$ cat config.mk
export PLATFORM = sky130hd
export DESIGN_NAME = ex_mem_stage
export DESIGN_NICKNAME = d
export VERILOG_FILES = /design/src/rtl/alu_pkg.sv /design/src/rtl/mul_iter.sv /design/src/rtl/ex_mem_stage.sv
export SDC_FILE = /design/constraint.sdc
export NUM_CORES = 1
export LEC_CHECK = 0
export CAP_MARGIN = 5
export CORE_ASPECT_RATIO = 0.75
export CORE_MARGIN = 10
export CORE_UTILIZATION = 35
export DETAILED_ROUTE_END_ITERATION = 8
export GPL_TIMING_DRIVEN = 0
export PLACE_DENSITY_LB_ADDON = 0.25
export SYNTH_ARGS = -nofsm -noshare
export SYNTH_HDL_FRONTEND = slang
export SYNTH_HIERARCHICAL = 1
export SYNTH_SLANG_ARGS = --single-unit
export TNS_END_PERCENT = 1
$ cat constraint.sdc
create_clock -name clk -period 12.79 [get_ports clk]
set_input_delay 3.1975 -clock clk [delete_from_list [all_inputs] [get_ports clk]]
set_output_delay 3.1975 -clock clk [all_outputs]
set_load 0.02 [all_outputs]
$ cat src/rtl/alu_pkg.sv
// Shared definitions for the EX/MEM stage: ALU control codes, the multiply
// sequencer state encoding and the iterative multiplier step count.
package alu_pkg;

  localparam logic [3:0] ALU_ADD  = 4'd0;
  localparam logic [3:0] ALU_SUB  = 4'd1;
  localparam logic [3:0] ALU_AND  = 4'd2;
  localparam logic [3:0] ALU_OR   = 4'd3;
  localparam logic [3:0] ALU_XOR  = 4'd4;
  localparam logic [3:0] ALU_SLL  = 4'd5;
  localparam logic [3:0] ALU_SRL  = 4'd6;
  localparam logic [3:0] ALU_SRA  = 4'd7;
  localparam logic [3:0] ALU_SLT  = 4'd8;
  localparam logic [3:0] ALU_SLTU = 4'd9;
  localparam logic [3:0] ALU_MUL  = 4'd10;

  localparam int MUL_ITERS = 32;
  localparam int MUL_CNT_W = $clog2(MUL_ITERS);
  localparam logic [MUL_CNT_W-1:0] MUL_LAST = MUL_CNT_W'(MUL_ITERS - 1);

  typedef enum logic [1:0] {
    ST_IDLE = 2'd0,
    ST_RUN  = 2'd1,
    ST_DONE = 2'd2
  } ex_state_e;

endpackage

$ cat src/rtl/mul_iter.sv
// Iterative shift-add multiplier: one partial-product step per clock.
// start_i loads the operands; done_o is high during the cycle whose edge
// performs the final step, after which product_o holds the low 32 bits.
module mul_iter
  import alu_pkg::*;
(
  input  logic        clk,
  input  logic        reset,
  input  logic        start_i,
  input  logic [31:0] a_i,
  input  logic [31:0] b_i,
  output logic        done_o,
  output logic [31:0] product_o
);

  logic [31:0]          mcand_q, mcand_d;
  logic [31:0]          mplier_q, mplier_d;
  logic [31:0]          acc_q, acc_d;
  logic [MUL_CNT_W-1:0] cnt_q, cnt_d;
  logic                 run_q, run_d;

  assign done_o    = run_q && (cnt_q == MUL_LAST);
  assign product_o = acc_q;

  // Operand load on start, otherwise one shift-add step per cycle while running.
  always_comb begin
    mcand_d  = mcand_q;
    mplier_d = mplier_q;
    acc_d    = acc_q;
    cnt_d    = cnt_q;
    run_d    = run_q;
    if (start_i) begin
      mcand_d  = a_i;
      mplier_d = b_i;
      acc_d    = '0;
      cnt_d    = '0;
      run_d    = 1'b1;
    end else if (run_q) begin
      if (mplier_q[0]) begin
        acc_d = acc_q + mcand_q;
      end
      mcand_d  = mcand_q << 1;
      mplier_d = mplier_q >> 1;
      cnt_d    = cnt_q + 1'b1;
      if (done_o) begin
        run_d = 1'b0;
      end
    end
  end

  // Datapath and counter registers, cleared by reset even mid-operation.
  always_ff @(posedge clk) begin
    if (reset) begin
      mcand_q  <= '0;
      mplier_q <= '0;
      acc_q    <= '0;
      cnt_q    <= '0;
      run_q    <= 1'b0;
    end else begin
      mcand_q  <= mcand_d;
      mplier_q <= mplier_d;
      acc_q    <= acc_d;
      cnt_q    <= cnt_d;
      run_q    <= run_d;
    end
  end

endmodule

$ cat src/rtl/ex_mem_stage.sv
// Execute stage with EX/MEM pipeline register: operand forwarding, ALU and
// optional multi-cycle multiply.
// Build option EX_MUL_EN: when defined, ALU code 10 runs the iterative
// multiplier under a small sequencer and stalls the front end via ex_busy.
// When undefined, code 10 behaves like any unused code (result 0, 1 cycle).
//
// state   | meaning
// IDLE    | single-cycle ops flow through; a MUL op launches the multiplier
// RUN     | multiplier stepping, bubbles issued, front end held
// DONE    | product written to EX/MEM with the captured destination info
module ex_mem_stage
  import alu_pkg::*;
(
  input  logic        clk,
  input  logic        reset,
  input  logic [31:0] data_1_in,
  input  logic [31:0] data_2_in,
  input  logic [31:0] imm_in,
  input  logic [31:0] PC_in,
  input  logic [4:0]  Rd_in,
  input  logic [4:0]  rs1_in,
  input  logic [4:0]  rs2_in,
  input  logic [3:0]  ALU_ctrl_in,
  input  logic        ALU_src_in,
  input  logic        auipc_in,
  input  logic        MEM_wen_in,
  input  logic        WB_sel_in,
  input  logic        Reg_WB_in,
  input  logic [31:0] mem_fwd_data,
  input  logic [4:0]  mem_fwd_rd,
  input  logic        mem_fwd_wen,
  input  logic [31:0] wb_fwd_data,
  input  logic [4:0]  wb_fwd_rd,
  input  logic        wb_fwd_wen,
  output logic [31:0] alu_result_out,
  output logic [31:0] store_data_out,
  output logic [4:0]  Rd_out,
  output logic        MEM_wen_out,
  output logic        WB_sel_out,
  output logic        Reg_WB_out,
  output logic        ex_busy
);

  logic [31:0] fwd_rs1, fwd_rs2, op_a, op_b, alu_res;
  logic [31:0] alu_result_d, store_data_d;
  logic [4:0]  rd_d;
  logic        mem_wen_d, wb_sel_d, reg_wb_d;

  // Forwarding: the younger EX/MEM value wins over WB; x0 is never forwarded.
  always_comb begin
    fwd_rs1 = data_1_in;
    if (mem_fwd_wen && (mem_fwd_rd == rs1_in) && (rs1_in != 5'd0)) begin
      fwd_rs1 = mem_fwd_data;
    end else if (wb_fwd_wen && (wb_fwd_rd == rs1_in) && (rs1_in != 5'd0)) begin
      fwd_rs1 = wb_fwd_data;
    end
    fwd_rs2 = data_2_in;
    if (mem_fwd_wen && (mem_fwd_rd == rs2_in) && (rs2_in != 5'd0)) begin
      fwd_rs2 = mem_fwd_data;
    end else if (wb_fwd_wen && (wb_fwd_rd == rs2_in) && (rs2_in != 5'd0)) begin
      fwd_rs2 = wb_fwd_data;
    end
  end

  // Operand selection and single-cycle ALU; MUL and unused codes give 0 here.
  always_comb begin
    op_a = auipc_in   ? PC_in  : fwd_rs1;
    op_b = ALU_src_in ? imm_in : fwd_rs2;
    case (ALU_ctrl_in)
      ALU_ADD:  alu_res = op_a + op_b;
      ALU_SUB:  alu_res = op_a - op_b;
      ALU_AND:  alu_res = op_a & op_b;
      ALU_OR:   alu_res = op_a | op_b;
      ALU_XOR:  alu_res = op_a ^ op_b;
      ALU_SLL:  alu_res = op_a << op_b[4:0];
      ALU_SRL:  alu_res = op_a >> op_b[4:0];
      ALU_SRA:  alu_res = $signed(op_a) >>> op_b[4:0];
      ALU_SLT:  alu_res = {31'b0, $signed(op_a) < $signed(op_b)};
      ALU_SLTU: alu_res = {31'b0, op_a < op_b};
      default:  alu_res = '0;
    endcase
  end

`ifdef EX_MUL_EN
  ex_state_e   state_q, state_d;
  logic [4:0]  mul_rd_q;
  logic        mul_reg_wb_q, mul_wb_sel_q;
  logic        mul_start, mul_done;
  logic [31:0] mul_product;

  mul_iter u_mul_iter (
    .clk       (clk),
    .reset     (reset),
    .start_i   (mul_start),
    .a_i       (op_a),
    .b_i       (op_b),
    .done_o    (mul_done),
    .product_o (mul_product)
  );

  // Sequencer next state, stall request and EX/MEM register input selection.
  always_comb begin
    state_d      = state_q;
    mul_start    = 1'b0;
    ex_busy      = 1'b0;
    alu_result_d = alu_res;
    store_data_d = fwd_rs2;
    rd_d         = Rd_in;
    mem_wen_d    = MEM_wen_in;
    wb_sel_d     = WB_sel_in;
    reg_wb_d     = Reg_WB_in;
    case (state_q)
      ST_IDLE: begin
        if (ALU_ctrl_in == ALU_MUL) begin
          mul_start = 1'b1;
          ex_busy   = 1'b1;
          state_d   = ST_RUN;
        end
      end
      ST_RUN: begin
        ex_busy = 1'b1;
        if (mul_done) begin
          state_d = ST_DONE;
        end
      end
      ST_DONE: begin
        state_d = ST_IDLE;
      end
      default: begin
        state_d = ST_IDLE;
      end
    endcase
    if (state_q == ST_DONE) begin
      alu_result_d = mul_product;
      store_data_d = '0;
      rd_d         = mul_rd_q;
      mem_wen_d    = 1'b0;
      wb_sel_d     = mul_wb_sel_q;
      reg_wb_d     = mul_reg_wb_q;
    end else if (state_q != ST_IDLE || mul_start) begin
      alu_result_d = '0;
      store_data_d = '0;
      rd_d         = '0;
      mem_wen_d    = 1'b0;
      wb_sel_d     = 1'b0;
      reg_wb_d     = 1'b0;
    end
    if (reset) begin
      ex_busy = 1'b0;
    end
  end

  // Sequencer state and the destination info held for the product writeback.
  always_ff @(posedge clk) begin
    if (reset) begin
      state_q      <= ST_IDLE;
      mul_rd_q     <= '0;
      mul_reg_wb_q <= 1'b0;
      mul_wb_sel_q <= 1'b0;
    end else begin
      state_q <= state_d;
      if (mul_start) begin
        mul_rd_q     <= Rd_in;
        mul_reg_wb_q <= Reg_WB_in;
        mul_wb_sel_q <= WB_sel_in;
      end
    end
  end
`else
  assign ex_busy = 1'b0;

  // Without the multiplier every op takes the single-cycle path.
  always_comb begin
    alu_result_d = alu_res;
    store_data_d = fwd_rs2;
    rd_d         = Rd_in;
    mem_wen_d    = MEM_wen_in;
    wb_sel_d     = WB_sel_in;
    reg_wb_d     = Reg_WB_in;
  end
`endif

  // EX/MEM pipeline register.
  always_ff @(posedge clk) begin
    if (reset) begin
      alu_result_out <= '0;
      store_data_out <= '0;
      Rd_out         <= '0;
      MEM_wen_out    <= 1'b0;
      WB_sel_out     <= 1'b0;
      Reg_WB_out     <= 1'b0;
    end else begin
      alu_result_out <= alu_result_d;
      store_data_out <= store_data_d;
      Rd_out         <= rd_d;
      MEM_wen_out    <= mem_wen_d;
      WB_sel_out     <= wb_sel_d;
      Reg_WB_out     <= reg_wb_d;
    end
  end

endmodule

==> results by group <==
Placement
  – I/O Buffers: 296
  – Gpl congestion: about 1.1
  – DP Cell Count: between 2k and 3k
  – Hpwl dp: 71,100 um

Hold path
  – Hold_sp: Rd_in[3]
  – Worst hold path class: in2reg
  – Worst Hold Path Cells: 2
  – Hold path endpoint: Rd_out[3]

Floorplan
  – Full die area: 0.0441 mm^2
  – Core box area: 0.0357 mm^2
  – Row count: 60
  – I/O pin cnt: 303
  – Initial Util: 0.353
  – Die width: between 200 and 250 um
  – Die Ht: 184 um

Synthesis
  – Ys flop type: dfxtp_1
  – Share of flip-flops with an asynchronous set or reset: 0
  – Post-synth top area share: 0.114
  – Number of synthesized flops with an enable pin: 0
  – Synth top area cells: dfxtp_1 (11%), ha_1 (9.8%), o21ai_0 (6.9%), mux2i_1 (5.6%), nand2_1 (5.5%)
  – Synth cell types: between 90 and 100
  – Net Count, Synth: between 2k and 2.5k
  – Register area share after synthesis: 0.114
  – Synthesized area: 0.0126 mm^2
  – Synthesized flop and latch total: 72
  – Syn Inst Count: about 1.8k
  – Yosys Warn Count: 6
  – Syn avg cell area: 6.82 um^2
  – Top cell type by total area after synthesis: dfxtp_1

Run status
  – Status: complete, but fails checks
  – Failing checks: capacitance limit, slew limit

Clock network
  – # Post-CTS Setup Buffers: 0
  – CTS tree: built
  – CTS buffer count: 9
  – Post_cts resized: 0
  – CTS clk-pin slew, worst paths: 0.07 ns
  – # hold bufs at CTS: 0
  – Maximum clock insertion buffer count: 2
  – Max H-tree Level: 3
  – Clk root buf: clkbuf_16
  – CTS sink count: 72

Global route
  – Largest net degree at the start of global routing: 16
  – Vias in the first global route: 16.9k
  – GRT overflow: 0
  – Initial antenna violation count: 8
  – GRT Resource Usage Total: 0.375
  – First-pass GRT wire length: 120,000 um

Routing
  – Met3 wire len: 12,900 um
  – 1st-iter DRT viols: 3,030
  – Top sig layer: met5
  – Drt pass-1 iters: 9
  – Via count: 17.8k
  – WL met2: 33,700 um
  – WL final: 85,900 um
  – DRC: 0
  – ANT nets after route: 0
  – Via/cell ratio: 6.75
  – Routed metal-1 wirelength: 35,700 um
  – Drt wl/cell: 32.6 um

STA
  – RSZ-0062 raised after global routing: false
  – Final Hold Fails: 0
  – Peak Freq: 0.0888 GHz
  – Worst-Margin Slew: 1.52 ns
  – Setup_tns: 0 ns
  – Final Cycle Share: 0.881
  – Final setup violation count: 0
  – Tmin final: roughly 11 ns
  – Relative slew slack: -0.0208
  – WHS: 3.37 ns
  – Slew Viols, Final: 8

Worst setup path
  – Crit path required time: roughly 13 ns
  – Worst setup startpoint: rs2_in[0]
  – CP Launch Type: input port
  – Arr. time, crit path: around 11 ns
  – CP Max Fanout: 11
  – Critical Path Sink Type: flip-flop
  – Critical path class: in2reg

Layout
  – Final Non-Filler Cells: 2,637
  – Layout area overhead: 31.3%
  – Commonest non-fill, non-tap cell in the layout: clkdlybuf4s50_1
  – Commonest cells after routing, fill and taps aside: clkdlybuf4s50_1 (296), nand2_1 (183), o21ai_0 (174)
  – Filler cells: ~3.7k
  – Share of layout cells above drive strength 1: 0.0559
  – Nets: 2,491
  – Post-route core utilization: 0.463

Flow run
  – Max Cap Violations: 1

Power
  – Power per cell area: between 90 and 100 mW/mm^2
  – Int Power: approximately 0.00072 W
  – Leakage: ~6.6 nW
  – Combinational cell fraction of total power: 0.645
  – Peak supply drop: 65.5 uV
  – Clock power frac: 0.190
  – Flop pwr share: 0.165
  – Switch Pwr: 0.000774 W
  – Switching Share: 0.519
  – Power Total: 0.00149 W
-- how the worst max path moves through the flow --
stage / end / slack (ns) / depth (start not counted)
global placement: alu_result_out[23] / 1.57 / 24
global route: alu_result_out[23] / 1.39 / 24
detailed placement: alu_result_out[23] / 1.57 / 24
floorplan: alu_result_out[23] / 4.46 / 23
CTS: alu_result_out[23] / 1.94 / 24
finish: alu_result_out[23] / 1.53 / 24
-- final cells by class --
cell class	count	area, um^2	share of cell area
Inverter	96	360	0.0218
Clock buffer	9	225	0.0136
Sequential cell	72	1440	0.0871
Buffer	154	666	0.0402
Clock inverter	7	87.6	0.00529
Tap cell	465	582	0.0352
Timing Repair Buffer	302	3010	0.182
Multi-Input combinational cell	1525	10200	0.614
Antenna cell	7	17.5	0.00106
-- cell usage after synthesis, drive strengths merged (10+ instances only) --
library cell / n
nor2b: 19
a211oi: 21
o31ai: 13
xnor2: 25
o21ai: 199
a22o: 13
mux2: 18
a21oi: 118
nor2: 155
mux2i: 70
ha: 99
a221oi: 28
a21o: 18
o211ai: 45
dfxtp: 72
o22ai: 18
o41ai: 30
a22oi: 21
a31oi: 60
nor3: 32
nand2: 184
nand4: 16
clkbuf: 103
o221ai: 16
o21bai: 18
mux4: 10
nand2b: 32
and2: 14
inv: 93
nand3: 92
buf: 51
-- logic make-up after synthesis --
family | share of synthesized area
AO/OA/AOI/OAI | 0.376
AND/OR/NAND/NOR | 0.218
buffers and inverters | 0.0814
adder cells (fa/ha/maj) | 0.101
multiplexers | 0.0902
flip-flops | 0.114
XOR/XNOR | 0.0181
other | 0.000298
-- metal layers --
metal | vias up | global-route usage
li1 | 7546 | -
met1 | 8564 | 0.503
met2 | 1455 | 0.516
met3 | 223 | 0.158
met4 | 2 | 0.141
met5 | - | 0
-- flip-flops by register name (all words and copies together) (netlist names) --
signal and cells:
Reg_WB_out 1, WB_sel_out 1, Rd_out 5, MEM_wen_out 1
store_data_out 32, alu_result_out 32
-- power by group through the flow --
stage               Combinational, W  Clock (W)  Sequential, W
floorplan                   0.000481          0       0.000274
global placement            0.000902          0       0.000251
detailed placement          0.000900          0       0.000252
CTS                         0.000904   0.000286       0.000247
global route                0.000995   0.000293       0.000248
finish                      0.000962   0.000283       0.000246
-- metrics by stage --
| stage | cell area [um^2] | worst slack (ns) |
|---|---|---|
| after detailed placement | 16200 | 1.57 |
| final | 16500 | 1.53 |
| after global placement | 16100 | 1.57 |
| after global routing | 16500 | 1.39 |
| after CTS | 16500 | 1.94 |
| after floorplan | 12600 | 4.46 |
-- critical path, stage by stage --
cell	delay (ns)
clkdlybuf4s50_1	0.62
xnor2_1	0.18
and4_1	0.22
clkbuf_1	0.23
nand3_1	0.11
buf_2	0.25
nand2_1	0.11
a31o_2	0.21
o21a_1	0.13
buf_2	0.32
buf_1	0.70
clkbuf_1	0.73
ha_1	0.47
and2_1	0.23
a22oi_1	0.20
nand3b_1	0.20
a221oi_1	1.06
o221a_2	0.38
o41ai_1	0.08
o41ai_1	0.72
o21bai_1	0.17
a22o_1	0.22
o32ai_1	0.49
a31oi_1	0.21
(Power assumes the default switching activity.)
